`src/rtl/axi_lite_pkg.sv`:
```
// Shared AXI4-Lite definitions: response codes, channel FSM encodings and
// the byte-address to word-index shift helper.
package axi_lite_pkg;

   localparam logic [1:0] RESP_OKAY   = 2'b00;
   localparam logic [1:0] RESP_SLVERR = 2'b10;
   localparam logic [1:0] RESP_DECERR = 2'b11;

   typedef enum logic {WR_IDLE, WR_RESP} wr_state_e;
   typedef enum logic {RD_IDLE, RD_DATA} rd_state_e;

   // Number of byte-offset address bits below the register index.
   function automatic int addr_lsb(input int data_width);
      return $clog2(data_width / 8);
   endfunction

endpackage

```
`src/rtl/axi_lite_reg_bank.sv`:
```
// Register storage for the AXI-Lite slave: strobe-merged byte writes, a
// one-cycle write pulse per register and a registered read mux.
module axi_lite_reg_bank #(
   parameter int DATA_WIDTH = 32,
   parameter int NUM_REGS   = 16,
   parameter int IDX_W      = 32
) (
   input  logic                         aclk,
   input  logic                         aresetn,
   input  logic                         wr_en,
   input  logic [IDX_W-1:0]             wr_idx,
   input  logic [DATA_WIDTH-1:0]        wr_data,
   input  logic [DATA_WIDTH/8-1:0]      wr_strb,
   input  logic                         rd_en,
   input  logic [IDX_W-1:0]             rd_idx,
   output logic [NUM_REGS*DATA_WIDTH-1:0] regs_out,
   output logic [NUM_REGS-1:0]          reg_wr_pulse,
   output logic [DATA_WIDTH-1:0]        rd_data
);

   localparam int STRB_W = DATA_WIDTH / 8;

   logic [DATA_WIDTH-1:0] regs_arr [NUM_REGS];
   logic [DATA_WIDTH-1:0] rd_sel;
   logic [DATA_WIDTH-1:0] rd_data_reg;

   genvar gi;
   generate
      for (gi = 0; gi < NUM_REGS; gi++) begin : g_reg
         logic                  hit;
         logic [DATA_WIDTH-1:0] q_reg;
         logic                  pulse_reg;

         assign hit = wr_en && (wr_idx == IDX_W'(gi));

         always_ff @(posedge aclk or negedge aresetn) begin
            if (!aresetn) begin
               q_reg     <= '0;
               pulse_reg <= 1'b0;
            end else begin
               pulse_reg <= hit;
               for (int k = 0; k < STRB_W; k++) begin
                  if (hit && wr_strb[k])
                     q_reg[k*8 +: 8] <= wr_data[k*8 +: 8];
               end
            end
         end

         assign regs_arr[gi]                            = q_reg;
         assign regs_out[gi*DATA_WIDTH +: DATA_WIDTH]   = q_reg;
         assign reg_wr_pulse[gi]                        = pulse_reg;
      end
   endgenerate

   // An index that matches no register falls through to zero read data.
   always_comb begin
      rd_sel = '0;
      for (int i = 0; i < NUM_REGS; i++) begin
         if (rd_idx == IDX_W'(i))
            rd_sel = regs_arr[i];
      end
   end

   always_ff @(posedge aclk or negedge aresetn) begin
      if (!aresetn)
         rd_data_reg <= '0;
      else if (rd_en)
         rd_data_reg <= rd_sel;
   end

   assign rd_data = rd_data_reg;

endmodule

```
`src/rtl/axi_lite_slave_regs.sv`:
```
// AXI4-Lite register-bank slave with independent AW/W arrival handling.
// Define AXIL_SLV_DECERR_EN to answer out-of-range accesses with DECERR.
module axi_lite_slave_regs
   import axi_lite_pkg::*;
#(
   parameter int ADDR_WIDTH = 32,
   parameter int DATA_WIDTH = 32,
   parameter int NUM_REGS   = 16
) (
   input  logic                           aclk,
   input  logic                           aresetn,
   input  logic [ADDR_WIDTH-1:0]          awaddr,
   input  logic                           awvalid,
   output logic                           awready,
   input  logic [DATA_WIDTH-1:0]          wdata,
   input  logic [DATA_WIDTH/8-1:0]        wstrb,
   input  logic                           wvalid,
   output logic                           wready,
   output logic [1:0]                     bresp,
   output logic                           bvalid,
   input  logic                           bready,
   input  logic [ADDR_WIDTH-1:0]          araddr,
   input  logic                           arvalid,
   output logic                           arready,
   output logic [DATA_WIDTH-1:0]          rdata,
   output logic [1:0]                     rresp,
   output logic                           rvalid,
   input  logic                           rready,
   output logic [NUM_REGS*DATA_WIDTH-1:0] regs_out,
   output logic [NUM_REGS-1:0]            reg_wr_pulse
);

   localparam int LSB    = addr_lsb(DATA_WIDTH);
   localparam int STRB_W = DATA_WIDTH / 8;
`ifdef AXIL_SLV_DECERR_EN
   localparam logic [1:0] OOR_RESP = RESP_DECERR;
`else
   localparam logic [1:0] OOR_RESP = RESP_OKAY;
`endif

   wr_state_e wr_state_reg, wr_state_next;
   rd_state_e rd_state_reg, rd_state_next;

   logic                  aw_held_reg, w_held_reg;
   logic [ADDR_WIDTH-1:0] awaddr_reg;
   logic [DATA_WIDTH-1:0] wdata_reg;
   logic [STRB_W-1:0]     wstrb_reg;
   logic [1:0]            bresp_reg, rresp_reg;

   logic                  aw_hs, w_hs, ar_hs, b_hs, commit;
   logic                  wr_in_range, rd_in_range;
   logic [ADDR_WIDTH-1:0] wr_addr, wr_idx, rd_idx;
   logic [DATA_WIDTH-1:0] wr_data;
   logic [STRB_W-1:0]     wr_strb;

   assign awready = (wr_state_reg == WR_IDLE) && !aw_held_reg;
   assign wready  = (wr_state_reg == WR_IDLE) && !w_held_reg;
   assign bvalid  = (wr_state_reg == WR_RESP);
   assign arready = (rd_state_reg == RD_IDLE);
   assign rvalid  = (rd_state_reg == RD_DATA);
   assign bresp   = bresp_reg;
   assign rresp   = rresp_reg;

   assign aw_hs = awvalid && awready;
   assign w_hs  = wvalid && wready;
   assign ar_hs = arvalid && arready;
   assign b_hs  = bvalid && bready;

   // A channel counts as available if already held or handshaking right now.
   assign commit = (wr_state_reg == WR_IDLE) && (aw_held_reg || aw_hs) && (w_held_reg || w_hs);

   assign wr_addr     = aw_held_reg ? awaddr_reg : awaddr;
   assign wr_data     = w_held_reg ? wdata_reg : wdata;
   assign wr_strb     = w_held_reg ? wstrb_reg : wstrb;
   assign wr_idx      = wr_addr >> LSB;
   assign rd_idx      = araddr >> LSB;
   assign wr_in_range = wr_idx < ADDR_WIDTH'(NUM_REGS);
   assign rd_in_range = rd_idx < ADDR_WIDTH'(NUM_REGS);

   always_ff @(posedge aclk or negedge aresetn) begin
      if (!aresetn) begin
         wr_state_reg <= WR_IDLE;
         rd_state_reg <= RD_IDLE;
         aw_held_reg  <= 1'b0;
         w_held_reg   <= 1'b0;
         awaddr_reg   <= '0;
         wdata_reg    <= '0;
         wstrb_reg    <= '0;
         bresp_reg    <= RESP_OKAY;
         rresp_reg    <= RESP_OKAY;
      end else begin
         wr_state_reg <= wr_state_next;
         rd_state_reg <= rd_state_next;
         if (b_hs) begin
            aw_held_reg <= 1'b0;
            w_held_reg  <= 1'b0;
         end else begin
            if (aw_hs) begin
               aw_held_reg <= 1'b1;
               awaddr_reg  <= awaddr;
            end
            if (w_hs) begin
               w_held_reg <= 1'b1;
               wdata_reg  <= wdata;
               wstrb_reg  <= wstrb;
            end
         end
         if (commit)
            bresp_reg <= wr_in_range ? RESP_OKAY : OOR_RESP;
         if (ar_hs)
            rresp_reg <= rd_in_range ? RESP_OKAY : OOR_RESP;
      end
   end

   always_comb begin
      wr_state_next = wr_state_reg;
      rd_state_next = rd_state_reg;
      case (wr_state_reg)
         WR_IDLE: if (commit) wr_state_next = WR_RESP;
         WR_RESP: if (bready) wr_state_next = WR_IDLE;
         default: wr_state_next = WR_IDLE;
      endcase
      case (rd_state_reg)
         RD_IDLE: if (arvalid) rd_state_next = RD_DATA;
         RD_DATA: if (rready)  rd_state_next = RD_IDLE;
         default: rd_state_next = RD_IDLE;
      endcase
   end

   axi_lite_reg_bank #(
      .DATA_WIDTH (DATA_WIDTH),
      .NUM_REGS   (NUM_REGS),
      .IDX_W      (ADDR_WIDTH)
   ) u_bank (
      .aclk         (aclk),
      .aresetn      (aresetn),
      .wr_en        (commit && wr_in_range),
      .wr_idx       (wr_idx),
      .wr_data      (wr_data),
      .wr_strb      (wr_strb),
      .rd_en        (ar_hs),
      .rd_idx       (rd_idx),
      .regs_out     (regs_out),
      .reg_wr_pulse (reg_wr_pulse),
      .rd_data      (rdata)
   );

endmodule
```
`config.mk`:
```
export PLATFORM = sky130hd
export DESIGN_NAME = axi_lite_slave_regs
export DESIGN_NICKNAME = d
export VERILOG_FILES = /design/src/rtl/axi_lite_pkg.sv /design/src/rtl/axi_lite_reg_bank.sv /design/src/rtl/axi_lite_slave_regs.sv
export SDC_FILE = /design/constraint.sdc
export NUM_CORES = 1
export LEC_CHECK = 0
export ABC_AREA = 1
export CAP_MARGIN = 30
export CORE_AREA = 5 5 263 265
export DETAILED_ROUTE_END_ITERATION = 10
export DIE_AREA = 0 0 268 270
export PLACE_DENSITY = 0.85
export SYNTH_ARGS = -nofsm -noshare
export SYNTH_HDL_FRONTEND = slang
export SYNTH_SLANG_ARGS = --single-unit
```
`constraint.sdc`:
```
create_clock -name aclk -period 2.55 [get_ports aclk]
set_clock_uncertainty 0.15 [all_clocks]
set_input_delay 0.51 -clock aclk [delete_from_list [all_inputs] [get_ports aclk]]
set_output_delay 0.51 -clock aclk [all_outputs]
set_load 0.05 [all_outputs]
```
# Word-level counts from Yosys, hierarchy flattened
# Index checks and enable logic that the tools add are counted.
# W data, S select, Z words.
# classes
n_lt_le_gt_ge	1
n_eq_ne	30
muxes	29
bitwise	3
reduce_logical	99
# op_table
operator	count
$mux W32	18
$eq A30 B4 Y1 const B	16
$eq A30 B3 Y1 const B	8
$eq A30 B2 Y1 const B	4
$logic_and A1 B1 Y1	89
$logic_not A32 Y1	2
$eq A30 B1 Y1 const B	2
$lt A30 B5 Y1 const B	1
$mux W1	8
$mux W4	1
$pmux W1 S2	2
$reduce_and A2 Y1	2
$reduce_bool A2 Y1	2
$not A1 Y1	3
$logic_not A1 Y1	2
$logic_or A1 B1 Y1	2
# word_totals
reg_bits	632
inputBits	107

# Logic depth before layout (Yosys ltp)
# depth
depth_word	17
depth_mapped	17

# Cells and area by module
# Synthesis repeated with hierarchy kept, for this count alone.
# hier_totals
hier_cells	3486
hier_area_um2	29216.8
# by_module_without_submodules
mod	instances	cells_per_inst	area_per_inst_um2	seq_area_each_um2
axi_lite_reg_bank	1	2998	25524.5	14013.4
axi_lite_slave_regs	1	488	3692.3	1751.7

# Worst setup path after synthesis
# OpenSTA, ideal clock, no wires.
# synth_path
path_type	reg2reg
from	reg aw_held_reg
to	reg u_bank.g_reg[14].q_reg[13]
setup_time_ns	0.127
t_arrival_ns	2.291
t_required_ns	2.273
setup_slack_ns	-0.019
stages_incl_launch_ff	14
n_path_buf	3
period_less_slack_ns	2.569
cell_sequence	dfrtp_1 > buf_6 > inv_4 > buf_6 > nand4_2 > o41ai_4 > nand3_2 > nor2_4 > nand3_4 > nor4_4 > nand2_4 > buf_6 > nand2_1 > o21ai_2
# synth_via
elab_chain_cells	9
word_cells_on_any_way	12
classes_between	order compare: 1; eq/ne: 1; mux: 1; reduce/logical: 9
# synth_lines
item	line_no	rtl
from (decl)	axi_lite_slave_regs.sv:44	logic aw_held_reg, w_held_reg;
from (signal assigned)	axi_lite_slave_regs.sv:84	aw_held_reg <= 1'b0;
from (signal assigned)	axi_lite_slave_regs.sv:95	aw_held_reg <= 1'b0;
from (signal assigned)	axi_lite_slave_regs.sv:99	aw_held_reg <= 1'b1;
branches (longest 7 deep; another with $lt A30 B5 Y1)	n/a	
$logic_and A1 B1 Y1 *	axi_lite_reg_bank.sv:34	assign hit = wr_en && (wr_idx == IDX_W'(gi));
via u_bank.g_reg[14].hit	axi_lite_reg_bank.sv:30	logic hit;
$logic_and A1 B1 Y1 *	axi_lite_reg_bank.sv:43	if (hit && wr_strb[k])
to (signal, indexed assignment)	axi_lite_reg_bank.sv:44	q_reg[k*8 +: 8] <= wr_data[k*8 +: 8];
to (decl)	axi_lite_reg_bank.sv:31	logic [DATA_WIDTH-1:0] q_reg;
# Mark *: on every way through the listed nets, which the timed path passes.
# A chain may end at the register's enable or synchronous reset.

# Worst setup path after layout
# layout_path
from	reg awaddr_reg[12]
to	reg u_bank.g_reg[12].q_reg[23]
# layout_via
elab_chain_cells	5
word_cells_on_any_way	6
classes_between	order compare: 1; eq/ne: 1; mux: 1; reduce/logical: 3
# layout_lines
item	line_no	rtl
from (decl)	axi_lite_slave_regs.sv:45	logic [ADDR_WIDTH-1:0] awaddr_reg;
from (signal assigned)	axi_lite_slave_regs.sv:100	awaddr_reg <= awaddr;
$mux W32 *	axi_lite_slave_regs.sv:72	assign wr_addr = aw_held_reg ? awaddr_reg : awaddr;
$lt A30 B5 Y1	axi_lite_slave_regs.sv:77	assign wr_in_range = wr_idx < ADDR_WIDTH'(NUM_REGS);
$logic_and A1 B1 Y1	axi_lite_slave_regs.sv:137	.wr_en (commit && wr_in_range),
$logic_and A1 B1 Y1 *	axi_lite_reg_bank.sv:34	
via u_bank.g_reg[12].hit	axi_lite_reg_bank.sv:30	
$logic_and A1 B1 Y1 *	axi_lite_reg_bank.sv:43	
to (signal, indexed assignment)	axi_lite_reg_bank.sv:44	
to (decl)	axi_lite_reg_bank.sv:31	
# Mark *: on every way through the listed nets, which the timed path passes. The rest lies on a longest branch.

==> results.sh <==
export IMPL_crit_buf_inv=6
export IMPL_drt_wirelength_per_cell_um=25.3
export IMPL_critPathSlowestCell="dfrtp_1"
export IMPL_clkLatencyLatePin_ns=0.63
export IMPL_grt_setup_unrepaired="yes"
export IMPL_reg2regPathDepth=15
export IMPL_num_rows=95
export IMPL_cp_required_ns=2.89
export IMPL_worst_path_max_fanout=8
export IMPL_synth_avg_cell_area_um2=8.47
export IMPL_synth_seq_area_share=0.551
export IMPL_placed_cells=4954
export IMPL_synth_cell_type_count=38
export IMPL_status="finished with violations"
export IMPL_finalMaxSlewViolations=0
export IMPL_regToRegSetupSlack_ns=-0.24
export IMPL_pwr_share_comb=0.217
export IMPL_grt_max_degree=74
export IMPL_drtPass1Iterations=6
export IMPL_grt_pass1_vias=29500
export IMPL_clkTransAtPathRegs_ns=0.06
export IMPL_hold_violations=0
export IMPL_port_buffers=667
export IMPL_cts_made_buffers=69
export IMPL_finalWorstSetupSlack_ns=-0.236
export IMPL_cts_buffer_depth=3
export IMPL_violations="negative setup slack"
export IMPL_pre_cts_slack_ns=-0.904
export IMPL_powerDensity_mw_per_mm2=639
export IMPL_ctsHtreeMaxLevel=3
export IMPL_core_area_mm2=0.0666
export IMPL_crit_family="simple AND/OR/NAND/NOR gates"
export IMPL_layout_cells_non_filler=5162
export IMPL_drt_initial_drc_count=3714
export IMPL_worst_setup_path_type="register to register"
export IMPL_drc=0
export IMPL_grt_use_total=0.339
export IMPL_ios=676
export IMPL_syn_area_mm2=0.0286
export IMPL_largest_reg_flops=512
export IMPL_ys_ff_latch=630
export IMPL_initial_core_util=0.430
export IMPL_r2r_start="awaddr_reg[12]"
export IMPL_ys_warnings_count=0
export IMPL_die_area_mm2=0.0724
export IMPL_p_switching_mw=9.04
export IMPL_p_clk_frac=0.384
export IMPL_arrival_ns=3.13
export IMPL_period_share=1.09
export IMPL_antenna_found_initial=13
export IMPL_cap_violations=0
export IMPL_area_growth_pct=49.9
export IMPL_grt_ovfl_total=0
export IMPL_drt_total_wl_um=131000
export IMPL_hold_class="input pin to register"
export IMPL_sequentialPowerShare=0.398
export IMPL_p_sw_frac=0.330
export IMPL_hpwl_um=89100
export IMPL_end_kind="register"
export IMPL_setup_viol=440
export IMPL_finish_instance_area_mm2=0.0429
export IMPL_critPathMaxStageDelay_ns=0.38
export IMPL_relSlewSlack=0.516
export IMPL_via_per_inst=5.80
export IMPL_r2r_end="u_bank.g_reg[12].q_reg[23]"
export IMPL_holdPathStages=2
export IMPL_tritoncts="built"
export IMPL_placed_area_mm2=0.0381
export IMPL_fin_crit_ns=2.79
export IMPL_drive_gt1_frac=0.190
export IMPL_crit_start="awaddr_reg[12]"
export IMPL_grt_pass1_wl_um=187000
export IMPL_fin_nets=4331
export IMPL_p_leak_nw=20.6
export IMPL_die_h_um=270
export IMPL_max_freq_mhz=359
export IMPL_worst_slew_pin_slew_ns=0.724
export IMPL_root_buffer="clkbuf_16"
export IMPL_postSynthCellCount=3377
export IMPL_ir_worst_vdd_v=0.000602
export IMPL_p_int_mw=18.4
export IMPL_ant_nets=0
export IMPL_gp_congestion=0.949
export IMPL_vias=29900
export IMPL_whs_endpoint="awaddr_reg[27]"
export IMPL_crit_chain="or2_4 > o41ai_4 > nand3_2 > nor2_4 > buf_6 > inv_6 > nor2_4 > nand2_2 > nor2_4 > buf_12 > buf_12 > nand2_8 > buf_12 > a21oi_4 > inv_1"
export IMPL_clock_sinks=630
export IMPL_die_w_um=268
export IMPL_cp_start_kind="register"
export IMPL_holdCritStartpoint="awaddr[27]"
export IMPL_fillers=4956
[area by class of cell]
| type | count | area (µm²) | area share |
|---|---|---|---|
| multi-input cells | 2211 | 12000 | 0.280 |
| well taps | 873 | 1090 | 0.0255 |
| flip-flops and latches | 630 | 15800 | 0.368 |
| inverters | 347 | 1320 | 0.0309 |
| clock buffers | 97 | 1980 | 0.0462 |
| diodes | 10 | 25.0 | 0.000584 |
| clock inverters | 29 | 400 | 0.00934 |
| repair buffers | 965 | 10300 | 0.239 |
[stage by stage]
step	hold slack [ns]	utilization	TNS (ns)	power (mW)
5_1_grt	0.233	0.644	-86.90	28.2
3_5_place_dp	0.323	0.572	-398.94	16.2
6_report	0.248	0.644	-31.30	27.4
2_1_floorplan	0.0644	-	-0.00652	13.7
4_1_cts	0.221	0.631	-16.39	27.1
3_3_place_gp	0.316	0.572	-390.83	16.0
[logic make-up after synthesis]
kind of cell | after synthesis | share of synthesized area
AND/OR/NAND/NOR | 1567 | 0.238
flip-flops | 630 | 0.551
buffers and inverters | 552 | 0.0787
AO/OA/AOI/OAI | 542 | 0.100
multiplexers | 85 | 0.0320
other | 1 | 0.000131
[power by group through the flow]
stage          registers, mW  logic [mW]  clock network (mW)
4_1_cts                 10.9        5.68                10.6
3_5_place_dp            11.0        5.18                   0
5_1_grt                 11.0        6.22                11.0
6_report                10.9        5.96                10.5
2_1_floorplan           11.0        2.69                   0
3_3_place_gp            11.0        5.06                   0
[cells in the final DEF (no fill, tap or decap), drive strengths merged, types with 10 or more instances in the layout]
| cell | n |
|---|---|
| nor4 | 20 |
| mux2i | 33 |
| clkinv | 14 |
| a21oi | 161 |
| nand3 | 148 |
| clkdlybuf4s50 | 567 |
| diode | 10 |
| mux2 | 52 |
| nand2 | 857 |
| clkbuf | 105 |
| nand4 | 134 |
| dlygate4sd2 | 39 |
| buf | 320 |
| dlymetal6s2s | 29 |
| o21ai | 377 |
| nor2 | 406 |
| inv | 353 |
| dfrtp | 630 |
[cells in the mapped netlist, drive strengths merged]
library cell / count / area [µm²]
nand2: 844 / 3280
dfrtp: 630 / 15800
nor2: 406 / 1590
o21ai: 377 / 2010
inv: 347 / 1310
a21oi: 161 / 806
nand3: 148 / 758
nand4: 134 / 845
clkbuf: 122 / 458
buf: 83 / 487
mux2: 52 / 586
mux2i: 33 / 330
nor4: 20 / 236
nor3: 9 / 45.0
or2: 4 / 25.0
and2: 2 / 12.5
o31ai: 2 / 15.0
conb: 1 / 3.75
o221ai: 1 / 8.76
o41ai: 1 / 27.5
[worst max path at each step]
stage                            endpoint  slack, ns  depth (start not counted)
2_1_floorplan  u_bank.g_reg[14].q_reg[13]     -0.003                         13
3_3_place_gp    u_bank.g_reg[7].q_reg[31]      -0.87                         12
3_5_place_dp     u_bank.g_reg[7].q_reg[5]      -0.90                         11
4_1_cts        u_bank.g_reg[12].q_reg[22]      -0.13                         15
5_1_grt        u_bank.g_reg[12].q_reg[23]      -0.32                         15
6_report       u_bank.g_reg[12].q_reg[23]      -0.24                         15
[repair_timing]
action / CTS / global route
cloned: 17 / 12
setup endpoints to repair: 741 / 876
gates resized for setup: 319 / 179
pin swaps: 43 / 47
hold buffers: 1 / 0
endpoints found under the hold margin: 23 / 0
setup buffers: 29 / 16
[routing by layer]
layer  GRT usage  vias to the layer above  wire length, µm
li1            -                    12600                -
met1       0.415                    14300            45000
met2       0.522                     2323            58300
met3       0.109                      705            16500
met4       0.209                        2            10900
met5           0                        -                9
(Power assumes the default switching activity.)
